==> src/rtl/rover_motor_ctrl.sv <==
// Two-wheel H-bridge controller: takes movement commands, ramps PWM duty toward per-wheel
// targets, brakes to zero duty before reversing, and stops on a command watchdog timeout.
module rover_motor_ctrl #(
  parameter int unsigned PWM_BITS    = 8,
  parameter int unsigned RAMP_DIV    = 1000,
  parameter int unsigned TIMEOUT_CYC = 1000000
) (
  input  logic       clk,
  input  logic       reset,
  input  logic       cmd_valid,
  output logic       cmd_ready,
  input  logic       cmd_fwd,
  input  logic       cmd_back,
  input  logic       cmd_left,
  input  logic       cmd_right,
  input  logic [2:0] cmd_speed,
  output logic       pwm_l,
  output logic       pwm_r,
  output logic       dir_l,
  output logic       dir_r,
  output logic       motor_en,
  output logic       busy,
  output logic       fault_timeout
);

  localparam int unsigned RampW = $clog2(RAMP_DIV + 1);
  localparam int unsigned WdW   = $clog2(TIMEOUT_CYC + 1);

  typedef logic [PWM_BITS-1:0] duty_t;
  typedef enum logic [1:0] {StIdle, StRun, StBrake, StFault} state_e;

  state_e           state_q, state_d;
  duty_t            duty_l_q, duty_l_d, duty_r_q, duty_r_d;
  duty_t            tgt_l_q, tgt_l_d, tgt_r_q, tgt_r_d;
  duty_t            pend_tgt_l_q, pend_tgt_l_d, pend_tgt_r_q, pend_tgt_r_d;
  logic             dir_l_q, dir_l_d, dir_r_q, dir_r_d;
  logic             pend_dir_l_q, pend_dir_l_d, pend_dir_r_q, pend_dir_r_d;
  logic [RampW-1:0] ramp_cnt_q;
  logic [WdW-1:0]   wd_cnt_q, wd_cnt_d;
  duty_t            pwm_cnt_q;
  logic             pwm_l_q, pwm_r_q;

  duty_t base, cmd_tgt_l, cmd_tgt_r;
  logic  cmd_dir_l, cmd_dir_r;
  logic  accept, ramp_tick, wd_expired, reversal, duties_zero, tgts_zero, cmd_nonzero;

  function automatic duty_t ramp_step(duty_t cur, duty_t tgt);
    if (cur < tgt) return cur + duty_t'(1);
    if (cur > tgt) return cur - duty_t'(1);
    return cur;
  endfunction

  // Command decode; any contradictory or empty command means stop with directions kept.
  always_comb begin
    base      = duty_t'(cmd_speed) << (PWM_BITS - 3);
    cmd_dir_l = dir_l_q;
    cmd_dir_r = dir_r_q;
    cmd_tgt_l = '0;
    cmd_tgt_r = '0;
    if (cmd_speed != 3'd0 && !(cmd_fwd && cmd_back) && !(cmd_left && cmd_right)) begin
      if (cmd_fwd || cmd_back) begin
        cmd_dir_l = cmd_fwd;
        cmd_dir_r = cmd_fwd;
        cmd_tgt_l = cmd_left  ? (base >> 1) : base;
        cmd_tgt_r = cmd_right ? (base >> 1) : base;
      end else if (cmd_left || cmd_right) begin
        cmd_dir_l = cmd_right;
        cmd_dir_r = cmd_left;
        cmd_tgt_l = base;
        cmd_tgt_r = base;
      end
    end
  end

  assign cmd_ready   = ~reset & (state_q != StBrake);
  assign accept      = cmd_valid & cmd_ready;
  assign ramp_tick   = (ramp_cnt_q == RampW'(RAMP_DIV - 1));
  assign wd_expired  = (wd_cnt_q == WdW'(TIMEOUT_CYC - 1));
  assign duties_zero = (duty_l_q == '0) && (duty_r_q == '0);
  assign tgts_zero   = (tgt_l_q == '0) && (tgt_r_q == '0);
  assign cmd_nonzero = (cmd_tgt_l != '0) || (cmd_tgt_r != '0);
  assign reversal    = ((cmd_dir_l != dir_l_q) && (duty_l_q != '0)) ||
                       ((cmd_dir_r != dir_r_q) && (duty_r_q != '0));

  always_comb begin
    state_d      = state_q;
    duty_l_d     = duty_l_q;
    duty_r_d     = duty_r_q;
    tgt_l_d      = tgt_l_q;
    tgt_r_d      = tgt_r_q;
    dir_l_d      = dir_l_q;
    dir_r_d      = dir_r_q;
    pend_tgt_l_d = pend_tgt_l_q;
    pend_tgt_r_d = pend_tgt_r_q;
    pend_dir_l_d = pend_dir_l_q;
    pend_dir_r_d = pend_dir_r_q;
    wd_cnt_d     = '0;

    // Ramp uses the registered targets, so a new target only bites at the next tick.
    if ((state_q == StRun || state_q == StBrake) && ramp_tick) begin
      duty_l_d = ramp_step(duty_l_q, tgt_l_q);
      duty_r_d = ramp_step(duty_r_q, tgt_r_q);
    end

    unique case (state_q)
      StIdle, StFault: begin
        if (accept) begin
          dir_l_d = cmd_dir_l;
          dir_r_d = cmd_dir_r;
          tgt_l_d = cmd_tgt_l;
          tgt_r_d = cmd_tgt_r;
          state_d = cmd_nonzero ? StRun : StIdle;
        end
      end
      StRun: begin
        if (accept) begin
          if (reversal) begin
            pend_dir_l_d = cmd_dir_l;
            pend_dir_r_d = cmd_dir_r;
            pend_tgt_l_d = cmd_tgt_l;
            pend_tgt_r_d = cmd_tgt_r;
            tgt_l_d      = '0;
            tgt_r_d      = '0;
            state_d      = StBrake;
          end else begin
            dir_l_d = cmd_dir_l;
            dir_r_d = cmd_dir_r;
            tgt_l_d = cmd_tgt_l;
            tgt_r_d = cmd_tgt_r;
          end
        end else if (wd_expired) begin
          duty_l_d = '0;
          duty_r_d = '0;
          tgt_l_d  = '0;
          tgt_r_d  = '0;
          state_d  = StFault;
        end else if (tgts_zero && duties_zero) begin
          state_d = StIdle;
        end else begin
          wd_cnt_d = wd_cnt_q + 1'b1;
        end
      end
      StBrake: begin
        if (wd_expired) begin
          duty_l_d = '0;
          duty_r_d = '0;
          tgt_l_d  = '0;
          tgt_r_d  = '0;
          state_d  = StFault;
        end else if (duties_zero) begin
          dir_l_d = pend_dir_l_q;
          dir_r_d = pend_dir_r_q;
          tgt_l_d = pend_tgt_l_q;
          tgt_r_d = pend_tgt_r_q;
          state_d = ((pend_tgt_l_q != '0) || (pend_tgt_r_q != '0)) ? StRun : StIdle;
        end else begin
          wd_cnt_d = wd_cnt_q + 1'b1;
        end
      end
      default: state_d = StIdle;
    endcase
  end

  always_ff @(posedge clk or posedge reset) begin
    if (reset) begin
      state_q      <= StIdle;
      duty_l_q     <= '0;
      duty_r_q     <= '0;
      tgt_l_q      <= '0;
      tgt_r_q      <= '0;
      dir_l_q      <= 1'b1;
      dir_r_q      <= 1'b1;
      pend_tgt_l_q <= '0;
      pend_tgt_r_q <= '0;
      pend_dir_l_q <= 1'b1;
      pend_dir_r_q <= 1'b1;
      wd_cnt_q     <= '0;
      ramp_cnt_q   <= '0;
      pwm_cnt_q    <= '0;
      pwm_l_q      <= 1'b0;
      pwm_r_q      <= 1'b0;
    end else begin
      state_q      <= state_d;
      duty_l_q     <= duty_l_d;
      duty_r_q     <= duty_r_d;
      tgt_l_q      <= tgt_l_d;
      tgt_r_q      <= tgt_r_d;
      dir_l_q      <= dir_l_d;
      dir_r_q      <= dir_r_d;
      pend_tgt_l_q <= pend_tgt_l_d;
      pend_tgt_r_q <= pend_tgt_r_d;
      pend_dir_l_q <= pend_dir_l_d;
      pend_dir_r_q <= pend_dir_r_d;
      wd_cnt_q     <= wd_cnt_d;
      ramp_cnt_q   <= ramp_tick ? '0 : ramp_cnt_q + 1'b1;
      pwm_cnt_q    <= pwm_cnt_q + 1'b1;
      pwm_l_q      <= (pwm_cnt_q < duty_l_q);
      pwm_r_q      <= (pwm_cnt_q < duty_r_q);
    end
  end

  assign motor_en      = (state_q == StRun) || (state_q == StBrake);
  assign busy          = (state_q != StIdle);
  assign fault_timeout = (state_q == StFault);
  assign pwm_l         = pwm_l_q & motor_en;
  assign pwm_r         = pwm_r_q & motor_en;
  // Direction flops reset to forward, but the pins stay low while reset is held.
  assign dir_l         = dir_l_q & ~reset;
  assign dir_r         = dir_r_q & ~reset;

endmodule
==> config.mk <==
export PLATFORM = sky130hd
export DESIGN_NAME = rover_motor_ctrl
export DESIGN_NICKNAME = d
export VERILOG_FILES = /design/src/rtl/rover_motor_ctrl.sv
export SDC_FILE = /design/constraint.sdc
export NUM_CORES = 1
export LEC_CHECK = 0
export CAP_MARGIN = 5
export CELL_PAD_IN_SITES_DETAIL_PLACEMENT = 0
export CELL_PAD_IN_SITES_GLOBAL_PLACEMENT = 1
export CORE_UTILIZATION = 48
export DETAILED_ROUTE_END_ITERATION = 10
export PLACE_DENSITY_LB_ADDON = 0.1
export RECOVER_POWER = 100
export SLEW_MARGIN = 20
export SYNTH_ARGS = -nofsm -noshare
export SYNTH_HDL_FRONTEND = slang
export SYNTH_SLANG_ARGS = --single-unit
==> constraint.sdc <==
create_clock -name clk -period 4.35 [get_ports clk]
set_clock_uncertainty 0.2 [all_clocks]
set_input_delay 1.305 -clock clk [delete_from_list [all_inputs] [get_ports clk]]
set_output_delay 1.305 -clock clk [all_outputs]
set_load 0.03 [all_outputs]
* Yosys cells after proc, flatten, opt, wreduce, memory -nomap -nowiden *
Index checks and enable logic that the tools add are counted.
Widths: inputs -> output; s select.

word-level totals
  register bits = 94
  output and inout bits = 8

operators by class
  add/subtract/negate cells = 7
  magnitude comparators = 6
  equal/unequal tests = 17
  muxes and demuxes = 81
  bitwise gates (word level) = 7
  reductions and logical operators = 36

operators with widths
  operator               count
  $mux 8                 32
  $mux 20                5
  $pmux 8 s3             2
  $reduce_bool 8->1      6
  $pmux 20 s2            1
  $logic_not 8->1        4
  $lt 8x8->1             4
  $pmux 8 s2             2
  $mux 1                 28
  $add 8x1->8 const B    3
  $add 20x1->20 const B  1
  $eq 20x20->1 const B   1
  $gt 8x8->1             2
  $sub 8x1->8 const B    2
  $mux 2                 7
  $ne 2x2->1 const B     6
  $add 10x1->10 const B  1
  $eq 10x10->1 const B   1
  $logic_and 1x1->1      10
  $mux 10                1
  $ne 3x3->1 const B     3
  $and 1x1->1            6
  $logic_or 1x1->1       6
  $pmux 1 s3             2
  14 further kinds       18

* Logic depth before layout (Yosys ltp) *
  depth after elaboration = 12
  gate-level depth with buffers = 11

* Worst setup path before layout *
OpenSTA, ideal clock, no wires.

  path type = input to output
  from = input reset
  to = output dir_l
  arrival time = 1.737 ns
  required time = 2.845 ns
  setup slack = 1.108 ns
  stages = 1
  path through = nor2b_1

on the way
  word-level cells in the longest chain between the ends = 2

ends and longest elaborated chain
  item         line  RTL
  from (decl)  9     input logic reset,
  $not 1->1    208   assign dir_l = dir_l_q & ~reset;
  $and 1x1->1  208
  to (decl)    19    output logic dir_l,

Every way passes these cells.

* Final worst setup path *
Same ends and word-level chain as after synthesis.

==> flow_metrics.py <==
metrics = {
    "logic_synthesis": {
        "postSynthAreaPerCell_sq_um": 8.95,
        "netlist_area_sq_mm": 0.00506,
        "synthesis.nets": 610,
        "synth_cells": 565,
        "synth_cell_types": 59,
        "synth-main-ff-cell": "dfrtp_1",
        "postSynth.asyncResetShare": 1.00,
        "ys_ff_latch": 78,
        "seq_area_frac_synth": 0.387,
        "synth_edf_count": 0,
        "yosysWarnings": 0,
    },
    "worst_setup_path": {
        "path_cells": "clkdlybuf4s50_1 > nor2b_1 > dlygate4sd3_1",
        "cp.required_ps": 2840,
        "worst_setup_path_end_kind": "primary output",
        "path_class": "primary input to primary output",
        "crit_slowest_cell": "dlygate4sd3_1",
        "critPathMaxFanout": 5,
        "start_kind": "primary input",
        "crit_arrival_ps": 2640,
        "critical_path.max_stage_delay_ps": 740,
    },
    "layout": {
        "drive_gt1_frac": 0.0630,
        "antennaDiodeCount": 0,
        "fin_nets": 627,
        "final_cells": 723,
        "layout.area.seq_sq_mm": 0.00196,
        "utilization": 0.536,
        "syn2layout_area_growth_pct": 8.93,
        "multi_input_area_sq_mm": 0.00281,
        "nFillCells": 1029,
    },
    "timing": {
        "tightest_slew_ps": 1510,
        "finalSetupViolations": 0,
        "relSlewSlack": -0.0170,
        "hold_viol": 0,
        "min_period_over_period": 0.954,
        "finalCriticalPeriod_ps": 4150,
        "max_freq_ghz": 0.241,
        "rsz0062_at_grt": "no",
        "tns_ps": 0,
        "finalMaxSlewViolations": 9,
        "fin_ws_ps": 201,
    },
    "clock_tree": {
        "root_buffer": "clkbuf_8",
        "cts_tree": "done",
        "clk_latency_ps": 360,
        "cts_sinks": 78,
        "post_cts_buffers": 0,
        "cts.clk_slew.worst_paths_ps": 80,
        "cts-buffers-inserted": 9,
        "cts_max_path_buffers": 2,
        "h-tree-depth": 3,
        "cts.hold.buffers_added": 0,
        "post_cts_resized": 0,
    },
    "routing": {
        "antenna_left": 0,
        "wl_mm": 11.0,
        "vias": 4064,
        "firstDrtPassIters": 4,
        "wire_per_inst_microns": 15.2,
        "viasPerCell": 5.62,
        "drcViolationCount": 0,
        "dr.first_iter.drc_count": 236,
    },
    "grt": {
        "grt_max_degree": 45,
        "grt_pass1_vias": 3983,
        "grt_usage": 0.217,
        "grt_overflow": 0,
        "grt_pass1_wl_mm": 19.2,
        "antenna_found_initial": 0,
    },
    "power_and_ir_drop": {
        "cellLeakagePower_nw": 2.41,
        "powerDensity_mw_per_mm2": 375,
        "power.total_w": 0.00207,
        "ir_worst_vdd_uv": 175,
    },
    "placed_design": {
        "port_buffers": 17,
        "place_ws_ps": 237,
        "dp.cells": 707,
        "dp_hpwl_mm": 8.12,
        "place_congestion": 0.778,
    },
    "die": {
        "die_w_microns": 105,
        "initial_core_util": 0.492,
        "std_cell_rows": 37,
        "core_area_sq_mm": 0.0103,
        "ios": 18,
        "die-area_sq_mm": 0.0110,
        "fp.dieH_microns": 105,
    },
    "status": {
        "violations": "capacitance limit, slew limit",
        "status": "complete, but fails checks",
    },
    "run": {
        "maxCapViolations": 1,
    },
    "hold_path": {
        "hp-class": "flip-flop to flip-flop",
    },
}
sequential cells by signal, indices dropped and copies added (netlist names):
signal	count
duty_r_q	8
wd_cnt_q	20
pend_tgt_r_q	4
ramp_cnt_q	10
pend_dir_r_q	1
state_q	2
tgt_l_q	4
dir_l_q	1
pwm_cnt_q	8
pend_tgt_l_q	4
tgt_r_q	4
pwm_r_q	1
pend_dir_l_q	1
pwm_l_q	1
dir_r_q	1
duty_l_q	8
final timing paths:
check | startpoint | to | slack, ps | cells after the start
worst max register to register | ramp_cnt_q[3]$_DFF_PP0_ | duty_r_q[6]$_DFF_PP0_ | 570 | 6
worst min-delay path | ramp_cnt_q[0]$_DFF_PP0_ | ramp_cnt_q[0]$_DFF_PP0_ | 270 | 1
worst min register to register | ramp_cnt_q[0]$_DFF_PP0_ | ramp_cnt_q[0]$_DFF_PP0_ | 270 | 1
worst max-delay path | reset | dir_l | 200 | 3
max in group asynchronous | reset | pwm_cnt_q[4]$_DFF_PP0_ | 690 | 3
min in group asynchronous | reset | pend_tgt_r_q[5]$_DFFE_PP0P_ | 1530 | 2
cells by family after synthesis:
kind of cell / Yosys count / synth area share
compound gates: 118 / 0.155
simple gates: 218 / 0.219
flops: 78 / 0.387
mux: 22 / 0.0453
fa+ha+maj: 35 / 0.0866
xor+xnor: 33 / 0.0572
buf+inv: 61 / 0.0495
layout by cell type, fill, tap and decap left out, drive strengths merged, types with 3 or more instances in the layout:
cell / n
a211oi: 4
a21boi: 5
a21o: 5
a21oi: 35
a31oi: 4
and2: 6
and3: 6
and4: 4
buf: 4
clkbuf: 13
clkdlybuf4s50: 8
clkinv: 4
dfrtp: 74
dfstp: 4
dlygate4sd3: 9
ha: 35
inv: 43
mux2: 7
mux2i: 15
nand2: 39
nand2b: 4
nand3: 19
nand4: 11
nor2: 65
nor2b: 7
nor3: 17
nor4: 8
o211ai: 3
o21a: 3
o21ai: 26
o21bai: 4
o221ai: 8
o31ai: 5
or2: 3
or3: 20
or4: 3
xnor2: 18
xor2: 15
power by group:
part | total (W) | switching, W | leakage (nW) | internal (W)
logic | 0.000703 | 0.000441 | 1.31 | 0.000262
clock network | 0.000552 | 0.000285 | 0.0996 | 0.000267
registers | 0.000811 | 0.0000390 | 0.999 | 0.000772
total | 0.00207 | 0.000765 | 2.41 | 0.00130
synthesized netlist by cell type (3+ instances only):
cell / n / area (sq um)
a211oi_1: 4 / 30.0
a21boi_0: 5 / 37.5
a21o_1: 5 / 37.5
a21oi_1: 35 / 175
a31oi_1: 4 / 25.0
and2_1: 6 / 37.5
and3_1: 6 / 37.5
and4_1: 4 / 35.0
clkbuf_1: 14 / 52.6
dfrtp_1: 74 / 1850
dfstp_2: 4 / 105
ha_1: 35 / 438
inv_1: 42 / 158
mux2_2: 7 / 78.8
mux2i_1: 15 / 150
nand2_1: 38 / 143
nand2b_1: 4 / 25.0
nand3_1: 19 / 95.1
nand4_1: 11 / 68.8
nor2_1: 65 / 244
nor2b_1: 7 / 43.8
nor3_1: 17 / 85.1
nor4_1: 7 / 43.8
o211ai_1: 3 / 22.5
o21a_1: 3 / 22.5
o21ai_0: 26 / 130
o221ai_1: 8 / 70.1
o31ai_1: 5 / 37.5
or3_1: 20 / 125
or4_1: 3 / 22.5
xnor2_1: 18 / 158
xor2_1: 15 / 131
critical path: cells and delay by family:
kind	cells	cell delay [ps]
buf+inv	2	1210
simple gates	1	130
final cells by class:
class	instances	share of cell area
multi-input cells	426	0.510
flip-flops and latches	78	0.355
repair buffers	25	0.0393
well taps	136	0.0309
inverters	42	0.0286
clock buffers	9	0.0225
clock inverters	7	0.0134
per-layer routing:
layer,GRT usage,vias up,wire length [microns]
met1,0.300,1971,5540
met4,0.0634,0,106
li1,-,2048,-
met5,0,-,0
met3,0.0343,8,210
met2,0.351,37,5140
per-stage QoR:
| stage | hold slack [ps] | area, sq um |
|---|---|---|
| 3_5_place_dp | 256 | 5380 |
| 6_report | 267 | 5510 |
| 2_1_floorplan | 233 | 5060 |
| 4_1_cts | 266 | 5580 |
| 3_3_place_gp | 248 | 5380 |
| 5_1_grt | 287 | 5510 |
No activity file was read; power rests on OpenSTA's default activity.
